## src/rtl/mul_wb_buffer_pkg.sv

```systemverilog
// Shared multiply-pipeline types and constants for the M5 writeback buffer.
// WORD_SIZE / INSTR_TYPE_SZ come from the project-wide macros. When a macro
// is not defined, a local default is used instead.
`ifndef WORD_SIZE
`define WORD_SIZE 32
`endif
`ifndef INSTR_TYPE_SZ
`define INSTR_TYPE_SZ 4
`endif

package mul_wb_buffer_pkg;

    localparam int PKG_WORD_SIZE     = `WORD_SIZE;
    localparam int PKG_INSTR_TYPE_SZ = `INSTR_TYPE_SZ;

    // ROB tag width used across the backend
    localparam int ROB_ID_W = 7;

    // Number of multiply stages (M1..M5). At most this many results can
    // already be in flight when issue is stopped.
    localparam int M_STAGES  = 5;
    localparam int IN_FLIGHT = M_STAGES;

    // One writeback record as produced by M5
    typedef struct packed {
        logic [PKG_INSTR_TYPE_SZ-1:0] instr_type;
        logic [PKG_WORD_SIZE-1:0]     pc;
        logic [PKG_WORD_SIZE-1:0]     result;
        logic [ROB_ID_W-1:0]          rob_id;
    } mul_wb_entry_t;

endpackage

```

## src/rtl/mul_wb_buffer_sync_fifo.sv

```systemverilog
// Show-ahead synchronous FIFO. The memory array is read into a registered
// head (dout). dout always presents the entry that is the head after the
// current edge. A write into an empty slot that becomes the head is forwarded
// from din. reset is active-low and synchronous. clear empties the FIFO and
// overrides push/pop.
module sync_fifo #(
    parameter int WIDTH = 8,
    parameter int DEPTH = 8
) (
    input  logic                       clk,
    input  logic                       reset,
    input  logic                       clear,
    input  logic                       push,
    input  logic                       pop,
    input  logic [WIDTH-1:0]           din,
    output logic [WIDTH-1:0]           dout,
    output logic [$clog2(DEPTH+1)-1:0] count,
    output logic                       full,
    output logic                       empty
);
    import mul_wb_buffer_pkg::*;

    localparam int AW = $clog2(DEPTH);
    localparam int CW = $clog2(DEPTH+1);

    logic [WIDTH-1:0] mem [DEPTH];

    logic [AW-1:0]    wr_ptr_reg, wr_ptr_next;
    logic [AW-1:0]    rd_ptr_reg, rd_ptr_next;
    logic [CW-1:0]    count_reg, count_next;
    logic [WIDTH-1:0] dout_reg, dout_next;
    logic             push_ok, pop_ok;

    assign full    = (count_reg == CW'(DEPTH));
    assign empty   = (count_reg == '0);
    assign pop_ok  = pop && !empty && !clear;
    // A full FIFO still accepts a push when the head leaves in the same cycle
    assign push_ok = push && !clear && (!full || pop_ok);

    assign dout  = dout_reg;
    assign count = count_reg;

    // Next pointer/count values; pointers wrap naturally (DEPTH is a power of two)
    always_comb begin
        wr_ptr_next = wr_ptr_reg;
        rd_ptr_next = rd_ptr_reg;
        count_next  = count_reg;
        if (clear) begin
            wr_ptr_next = '0;
            rd_ptr_next = '0;
            count_next  = '0;
        end else begin
            if (push_ok) wr_ptr_next = wr_ptr_reg + AW'(1);
            if (pop_ok)  rd_ptr_next = rd_ptr_reg + AW'(1);
            if (push_ok && !pop_ok)      count_next = count_reg + CW'(1);
            else if (!push_ok && pop_ok) count_next = count_reg - CW'(1);
        end
    end

    // Registered head: forward din when the slot being written becomes the head
    always_comb begin
        dout_next = mem[rd_ptr_next];
        if (push_ok && (wr_ptr_reg == rd_ptr_next)) dout_next = din;
    end

    // Storage array write port (no reset so it maps onto block RAM)
    always_ff @(posedge clk) begin
        if (push_ok) mem[wr_ptr_reg] <= din;
    end

    // Pointer, occupancy and head registers
    always_ff @(posedge clk) begin
        if (!reset) begin
            wr_ptr_reg <= '0;
            rd_ptr_reg <= '0;
            count_reg  <= '0;
            dout_reg   <= '0;
        end else begin
            wr_ptr_reg <= wr_ptr_next;
            rd_ptr_reg <= rd_ptr_next;
            count_reg  <= count_next;
            dout_reg   <= dout_next;
        end
    end

endmodule

```

## src/rtl/mul_wb_buffer.sv

```systemverilog
// Multiply-pipeline writeback buffer. It takes M5 results and holds them in a
// FIFO until the ROB writeback port accepts them with valid/ready. It also
// raises mul_stall early enough that every result already in flight still fits.
// Optional macro MUL_WB_BYPASS_EN: when the FIFO is empty, an incoming result is
// presented on wb_* in the same cycle. If it is granted in that cycle, it is
// never stored.
`ifndef WORD_SIZE
`define WORD_SIZE 32
`endif
`ifndef INSTR_TYPE_SZ
`define INSTR_TYPE_SZ 4
`endif

module mul_wb_buffer #(
    parameter int WORD_SIZE     = `WORD_SIZE,
    parameter int INSTR_TYPE_SZ = `INSTR_TYPE_SZ,
    parameter int ROB_ID_W      = mul_wb_buffer_pkg::ROB_ID_W,
    parameter int DEPTH         = 8,
    parameter int IN_FLIGHT     = mul_wb_buffer_pkg::IN_FLIGHT
) (
    input  logic                       clk,
    input  logic                       reset,
    input  logic                       m_valid,
    input  logic [INSTR_TYPE_SZ-1:0]   m_instr_type,
    input  logic [WORD_SIZE-1:0]       m_pc,
    input  logic [WORD_SIZE-1:0]       m_result,
    input  logic [ROB_ID_W-1:0]        m_rob_id,
    input  logic                       flush,
    input  logic                       wb_ready,
    output logic                       wb_valid,
    output logic [INSTR_TYPE_SZ-1:0]   wb_instr_type,
    output logic [WORD_SIZE-1:0]       wb_pc,
    output logic [WORD_SIZE-1:0]       wb_result,
    output logic [ROB_ID_W-1:0]        wb_rob_id,
    output logic                       mul_stall,
    output logic [$clog2(DEPTH+1)-1:0] count,
    output logic                       overflow
);
    import mul_wb_buffer_pkg::*;

    localparam int EW = INSTR_TYPE_SZ + 2*WORD_SIZE + ROB_ID_W;
    localparam int CW = $clog2(DEPTH+1);

    logic [EW-1:0] m_entry;
    logic [EW-1:0] head_entry;
    logic [CW-1:0] fifo_count;
    logic          fifo_full, fifo_empty;
    logic          fifo_push, fifo_pop;
    logic          bypass_take;
    logic          overflow_reg, overflow_next;

    assign m_entry = {m_instr_type, m_pc, m_result, m_rob_id};

`ifdef MUL_WB_BYPASS_EN
    // An empty buffer presents the M5 result directly; flush and reset kill it
    assign bypass_take = reset && !flush && fifo_empty && m_valid;
`else
    assign bypass_take = 1'b0;
`endif

    // A bypassed result that is granted immediately is never stored
    assign fifo_push = m_valid && !flush && !(bypass_take && wb_ready);
    assign fifo_pop  = !fifo_empty && wb_ready && !flush;

    sync_fifo #(
        .WIDTH (EW),
        .DEPTH (DEPTH)
    ) u_fifo (
        .clk   (clk),
        .reset (reset),
        .clear (flush),
        .push  (fifo_push),
        .pop   (fifo_pop),
        .din   (m_entry),
        .dout  (head_entry),
        .count (fifo_count),
        .full  (fifo_full),
        .empty (fifo_empty)
    );

    assign wb_valid = !fifo_empty || bypass_take;
    assign {wb_instr_type, wb_pc, wb_result, wb_rob_id} =
        bypass_take ? m_entry : head_entry;

    assign count     = fifo_count;
    assign mul_stall = (DEPTH - int'(fifo_count)) <= IN_FLIGHT;
    assign overflow  = overflow_reg;

    // Overflow latches when a result arrives at a full buffer that is not draining
    always_comb begin
        overflow_next = overflow_reg;
        if (m_valid && !flush && fifo_full && !fifo_pop) overflow_next = 1'b1;
    end

    // Sticky overflow register, cleared only by reset
    always_ff @(posedge clk) begin
        if (!reset) overflow_reg <= 1'b0;
        else        overflow_reg <= overflow_next;
    end

endmodule

```

## config.mk

```make
export PLATFORM = sky130hd
export DESIGN_NAME = mul_wb_buffer
export DESIGN_NICKNAME = d
export VERILOG_FILES = /design/src/rtl/mul_wb_buffer_pkg.sv /design/src/rtl/mul_wb_buffer_sync_fifo.sv /design/src/rtl/mul_wb_buffer.sv
export SDC_FILE = /design/constraint.sdc
export NUM_CORES = 1
export LEC_CHECK = 0
export ABC_AREA = 1
export CAP_MARGIN = 10
export CORE_MARGIN = 4
export CORE_UTILIZATION = 45
export CTS_CLUSTER_DIAMETER = 150
export DETAILED_ROUTE_END_ITERATION = 12
export MAX_ROUTING_LAYER = met4
export PLACE_DENSITY = 0.74
export SLEW_MARGIN = 0
export SYNTH_ARGS = -nofsm -noshare
export SYNTH_HDL_FRONTEND = slang
export SYNTH_SLANG_ARGS = --single-unit
```

## constraint.sdc

```tcl
create_clock -name clk -period 9.45 [get_ports clk]
set_clock_uncertainty 0.05 [all_clocks]
set_input_delay 1.4175 -clock clk [delete_from_list [all_inputs] [get_ports clk]]
set_output_delay 1.4175 -clock clk [all_outputs]
set_load 0.02 [all_outputs]
```

# ---- Word-level counts from Yosys, hierarchy flattened
# Memory sizes are Yosys's and may differ from the RTL's. A register that Yosys moved wholly into a read port is not among the register bits.
# Index checks and enable logic that the tools add are counted.
dict set report word_totals {
  reg_bits 11
  ramBits 600
  input_bits 80
  mem_count 1
}
# name depth width read_ports rd_ports_with_merged_regs wr line
set mem_list {}
lappend mem_list {u_fifo.mem 8 75 1 1 1 mul_wb_buffer_sync_fifo.sv:26} ;# logic [WIDTH-1:0] mem [DEPTH];
dict set report op_classes {
  addsub 5
  order_cmp 1
  n_eq_ne 1
  mux 6
  bitwise_logic 1
  n_reduce_logical 22
}
# cell count
set op_table {}
lappend op_table {{1-bit logical AND} 11}
lappend op_table {{4-bit 2-to-1 mux} 2}
lappend op_table {{1-bit logical NOT} 7}
lappend op_table {{3-bit by 1-bit adder with 3-bit output, second input constant} 2}
lappend op_table {{3-bit 2-to-1 mux} 2}
lappend op_table {{5-bit by 4-bit less-or-equal comparator with 1-bit output, second input constant} 1}
lappend op_table {{4-bit by 4-bit subtractor with 5-bit output, first input constant} 1}
lappend op_table {{4-bit by 1-bit adder with 4-bit output, second input constant} 1}
lappend op_table {{4-bit == test, second input constant} 1}
lappend op_table {{4-bit logical NOT} 1}
lappend op_table {{4-bit by 1-bit subtractor with 4-bit output, second input constant} 1}
lappend op_table {{1-bit 2-to-1 mux} 2}
lappend op_table {{2-bit nonzero test} 1}
lappend op_table {{2-bit OR reduction} 1}
lappend op_table {{1-bit logical OR} 1}
lappend op_table {{1-bit NOT} 1}

# ---- Logic depth before layout (Yosys ltp)
dict set report logic_depth {
  word_depth 12
  depth_mapped 18
  mapped_depth_nobuf 18
}

# ---- Modules after synthesis
# Synthesis repeated with hierarchy kept, for this count alone.
dict set report unflattened {
  hier_cells 2740
  area_unflattened_um2 28960.3
}
# mod n_inst cells_per_inst area_per_inst_um2 seq_area_each_um2
set by_module_without_submodules {}
lappend by_module_without_submodules {sync_fifo 1 2713 28797.6 19718.9}
lappend by_module_without_submodules {mul_wb_buffer 1 27 162.7 20.0}

# ---- Worst setup path after synthesis
# OpenSTA, ideal clock, no wires.
dict set report synth_timing {
  path_type {input -> register}
  from {input port wb_ready}
  to {memory u_fifo.mem[1][0] (netlist bit), enable pin}
  setup_time_ns 0.509
  arrival_time_ns 5.306
  t_required_ns 8.891
  slack_ns 3.586
  cell_stages 8
  path_buffers 0
  cell_sequence {inv_1 nor2_4 nor2_1 nor2_1 inv_1 nor2_1 inv_1 nor2_1}
}
dict set report synth_via {
  elab_chain_len 8
}
# item line
set synth_lines {}
lappend synth_lines {{from (decl)} mul_wb_buffer.sv:29} ;# input logic wb_ready,
lappend synth_lines {{1-bit logical AND (2 in series)} mul_wb_buffer.sv:63} ;# assign fifo_pop = !fifo_empty && wb_ready && !flush;
lappend synth_lines {{1-bit logical AND (2 in series)} mul_wb_buffer_sync_fifo.sv:36} ;# assign pop_ok = pop && !empty && !clear;
lappend synth_lines {{1-bit logical OR} mul_wb_buffer_sync_fifo.sv:38} ;# assign push_ok = push && !clear && (!full || pop_ok);
lappend synth_lines {{1-bit logical AND} mul_wb_buffer_sync_fifo.sv:38}
lappend synth_lines {{net u_fifo.push_ok} mul_wb_buffer_sync_fifo.sv:32} ;# logic push_ok, pop_ok;
lappend synth_lines {{1-bit 2-to-1 mux} mul_wb_buffer_sync_fifo.sv:68} ;# if (push_ok) mem[wr_ptr_reg] <= din;
lappend synth_lines {{1-bit 2-to-1 mux (implied by the code)} mul_wb_buffer_sync_fifo.sv:68}
lappend synth_lines {{to (decl)} mul_wb_buffer_sync_fifo.sv:26}
# The timed path passes the listed nets, and every way through them passes these cells.

# ---- Worst setup path after layout
dict set report layout_timing {
  from {input port flush}
  to {register u_fifo.dout_reg[22], in the netlist u_fifo.dout[22], read port of u_fifo.mem}
}
dict set report layout_via {
  elab_chain_len 6
}
# item line
set layout_lines {}
lappend layout_lines {{from (decl)} mul_wb_buffer.sv:28} ;# input logic flush,
lappend layout_lines {{1-bit logical NOT} {mul_wb_buffer_sync_fifo.sv:36, mul_wb_buffer.sv:63}}
lappend layout_lines {{1-bit logical AND} mul_wb_buffer.sv:63}
lappend layout_lines {{1-bit logical AND (2 in series)} mul_wb_buffer_sync_fifo.sv:36}
lappend layout_lines {{3-bit 2-to-1 mux} mul_wb_buffer_sync_fifo.sv:54} ;# if (pop_ok) rd_ptr_next = rd_ptr_reg + AW'(1);
lappend layout_lines {{3-bit 2-to-1 mux *} mul_wb_buffer_sync_fifo.sv:48} ;# if (clear) begin
lappend layout_lines {{to (decl)} mul_wb_buffer_sync_fifo.sv:31} ;# logic [WIDTH-1:0] dout_reg, dout_next;
# Mark *: on every way between the ends. The rest lies on a longest branch, timed or not.
# A chain may end at the register's enable or synchronous reset.

==> flow_summary.rst <==
.. list-table::
   :header-rows: 1

   * - Metric
     - Value
   * - Resize count post-CTS
     - 0
   * - Max Fanout on Critical Path
     - 91
   * - Die outline area
     - 0.0711 mm²
   * - Pins Over Slew Limit
     - 0
   * - Count of filler cells inserted in the layout
     - approximately 5500
   * - Number of buffers added on ports
     - 161
   * - Cell area power density
     - 197 mW/mm²
   * - Die Span X
     - 267 µm
   * - Number of placement rows
     - between 90 and 100
   * - I/O pin count
     - 162
   * - Post-detailed-route wirelength per cell
     - 18.4 µm
   * - TritonRoute pass-1 iters
     - 5
   * - Relative slew margins
     - 0.299
   * - Total number of H-tree levels
     - 3
   * - Post-synthesis compound-gate area fraction
     - 0.00328
   * - Top cells by area, synth
     - sky130_fd_sc_hd__edfxtp_1 60%, sky130_fd_sc_hd__nand2_1 9.6%, sky130_fd_sc_hd__nand3b_1 7.5%, sky130_fd_sc_hd__nand3_1 6.4%, sky130_fd_sc_hd__dfxtp_1 5.7%
   * - Placeable core area
     - 0.0660 mm²
   * - Slack of the worst reg-to-reg path
     - 4.53 ns
   * - Slowest stage cell on the critical path
     - sky130_fd_sc_hd__buf_4
   * - Maximum operating frequency
     - 180 MHz
   * - Final worst path period share
     - 0.588
   * - Detailed-route vias per instance
     - 5.14
   * - Fraction of synthesized cell area taken by the top area cell type
     - 0.599
   * - Transition time at the pin with the least slew margin
     - 1.05 ns
   * - Number of clock sinks
     - 686
   * - Element type at the critical path end
     - flip-flop
   * - Max incr delay on CP
     - 0.86 ns
   * - Adder-cell share of the synthesized area
     - 0.00357
   * - Static power due to leakage
     - roughly 14 nW
   * - Flop and latch count out of synthesis
     - 686
   * - Final global-route overflow total
     - 0
   * - Crit path launch type
     - input pin
   * - Final-report hold violation count
     - 0
   * - Clock-pin slew on the worst setup and hold paths
     - 0.06 ns
   * - Tightest Hold Check Type
     - reg -> reg
   * - Yosys warnings
     - 0
   * - Routability-driven placement congestion ratio
     - 0.754
   * - CP dominant cell by count
     - sky130_fd_sc_hd__nand2_1
   * - Xor/xnor cell area share of the yosys netlist
     - 0.000582
   * - Clock buffer count from CTS
     - 71
   * - Die Span Y
     - 267 µm
   * - Endpoint arrival time on the critical path
     - 5.99 ns
   * - Count of buffers added by post-CTS timing repair for setup
     - 0
   * - Count of max-cap constraint violations
     - 0
   * - Status
     - complete, no violations
   * - Critical path class
     - in -> reg
   * - Sum Neg Setup Slack
     - 0 ns
   * - Gate count of the mapped netlist
     - 2933
   * - CTS tree
     - yes
   * - Tmin final
     - 5.56 ns
   * - Cell area after synthesis
     - about 0.03 mm²
   * - Number of antenna violations at the first check in global routing
     - 2
   * - Number of distinct library cells after synthesis
     - 29
   * - Via Count
     - 20286
   * - Wire length of the first global-routing pass
     - 111000 µm
   * - Placed wire-length estimate
     - between 30000 and 40000 µm
   * - Total chip power
     - 6.83 mW
   * - Initial detailed-routing violation count
     - ~1600
   * - Simple logic cell fraction of the synthesized area
     - 0.260
   * - Commonest cells after routing, fill and taps aside
     - 771 x sky130_fd_sc_hd__nand2_1, 600 x sky130_fd_sc_hd__edfxtp_1, 393 x sky130_fd_sc_hd__inv_1
   * - Fraction of final layout cells with drive strength greater than 1
     - 0.0513
   * - Required @ worst endpoint
     - 9.89 ns
   * - Overall routed net length
     - approximately 72000 µm
   * - Combinational family with the most area after synthesis
     - simple AND/OR/NAND/NOR gates
   * - Number of buffer and inverter stages on the critical path
     - 3
   * - Kind of cell adding the most delay to the critical path
     - buffers and inverters
   * - Net count reported at finish
     - around 3100
   * - Post-synth top area cell
     - sky130_fd_sc_hd__edfxtp_1
   * - Maximum number of pins on one net before global-route repair
     - 127
   * - Post-route antenna net violation count
     - 0
   * - Starting utilization of the core area
     - 0.456
   * - Nets in the synthesized netlist
     - 3021
   * - Fraction of synthesized area in multiplexers
     - 0
   * - Root buffer cell
     - sky130_fd_sc_hd__clkbuf_16
   * - Count of final setup violators
     - 0
   * - Via count of the first global-routing pass
     - 19494
   * - Max FFs per register
     - 600
   * - Post-synthesis area per instance
     - 10.3 µm²
   * - Overall global routing resource usage
     - 0.206
   * - Post-route DRC violation count
     - 0
   * - Clock insertion delay at the later pin of the skew report
     - 0.61 ns
   * - Number of hold buffers added after cts
     - 0
   * - Unrepaired setup endpoints after global routing
     - false
   * - Max IR drop VDD
     - 0.120 mV
   * - Largest buffer count on any clock path
     - 3
   * - Growth of design area from synthesis to finish
     - 15.2%
   * - Sequential share of the synthesized area
     - 0.656
   * - Commonest non-fill, non-tap cell in the layout
     - sky130_fd_sc_hd__nand2_1
   * - Worst path cell trace
     - clkdlybuf4s50_1 > nor2_4 > nand3_4 > nand2_4 > buf_4 > buf_4 > nand2_1 > nand3_1 > nand2_1 > nand2_1 > nand2_1 > nor2_1 > nor2_1
==> final timing paths <==
path | from | endpoint | depth (start not counted)
min reg2reg | overflow$_SDFFE_PN0P_ | overflow$_SDFFE_PN0P_ | 2
max | flush | u_fifo.dout[22]$_SDFF_PN0_ | 13
min | overflow$_SDFFE_PN0P_ | overflow$_SDFFE_PN0P_ | 2
max reg2reg | u_fifo.count[0]$_SDFFE_PP0P_ | u_fifo.dout[22]$_SDFF_PN0_ | 14
==> layer usage <==
layer | vias up | global-route usage | part of all wire
met2 | 667 | 0.354 | 0.50
li1 | 9822 | - | -
met3 | 141 | 0.0356 | 0.061
met4 | 0 | 0.0567 | 0.022
met5 | - | - | 0
met1 | 9656 | 0.255 | 0.42
==> power by group <==
part	leakage (nW)	switching (mW)	internal [mW]
Clock	1.12	1.13	1.64
Combinational	6.74	0.439	0.244
Sequential	6.13	0.0234	3.36
==> Yosys cell counts <==
cell type / n
sky130_fd_sc_hd__a211oi_1: 3
sky130_fd_sc_hd__a21oi_1: 9
sky130_fd_sc_hd__a31oi_1: 1
sky130_fd_sc_hd__buf_1: 15
sky130_fd_sc_hd__buf_2: 86
sky130_fd_sc_hd__buf_4: 13
sky130_fd_sc_hd__clkbuf_1: 66
sky130_fd_sc_hd__dfxtp_1: 86
sky130_fd_sc_hd__edfxtp_1: 600
sky130_fd_sc_hd__fa_1: 1
sky130_fd_sc_hd__ha_1: 7
sky130_fd_sc_hd__inv_1: 394
sky130_fd_sc_hd__inv_2: 2
sky130_fd_sc_hd__nand2_1: 772
sky130_fd_sc_hd__nand2_2: 4
sky130_fd_sc_hd__nand3_1: 383
sky130_fd_sc_hd__nand3_2: 2
sky130_fd_sc_hd__nand3b_1: 299
sky130_fd_sc_hd__nand4_1: 3
sky130_fd_sc_hd__nor2_1: 176
sky130_fd_sc_hd__nor2_2: 1
sky130_fd_sc_hd__nor2_4: 1
sky130_fd_sc_hd__nor3_1: 1
sky130_fd_sc_hd__nor3b_1: 2
sky130_fd_sc_hd__o21ai_0: 2
sky130_fd_sc_hd__o21bai_1: 1
sky130_fd_sc_hd__o31ai_1: 1
sky130_fd_sc_hd__xnor2_1: 1
sky130_fd_sc_hd__xor2_1: 1
==> cells by family after synthesis <==
group,after synthesis
buffers and inverters,576
AO/OA/AOI/OAI,17
flip-flops,686
adder cells (fa/ha/maj),8
AND/OR/NAND/NOR,1644
XOR/XNOR,2
==> cell type report <==
cell class              count  area, µm²  area share
diodes                      3       7.51    0.000217
clock buffers              96       1990      0.0573
clock inverters            34        330     0.00953
inverters                 396       1490      0.0430
multi-input cells        1671       8170       0.236
flip-flops and latches    686      19700       0.569
well taps                 864       1080      0.0312
repair buffers            194       1860      0.0536
==> tightest hold or removal path, stage by stage (launching register included) <==
cell                      delay (ns)
sky130_fd_sc_hd__dfxtp_1        0.33
sky130_fd_sc_hd__a31oi_1        0.04
sky130_fd_sc_hd__nor2_1         0.08
==> per-stage QoR <==
step	hold WS, ns	util	cell area [µm²]	instances	worst slack (ns)
CTS	0.437	0.525	34700	3941	3.95
finish	0.434	0.525	34700	3944	3.89
global placement	0.412	0.490	32300	3811	3.43
floorplan	0.434	-	30100	2933	3.59
global route	0.456	0.525	34700	3943	3.57
detailed placement	0.418	0.490	32300	3811	3.37
Note: power is estimated with default switching activity, not from simulation.
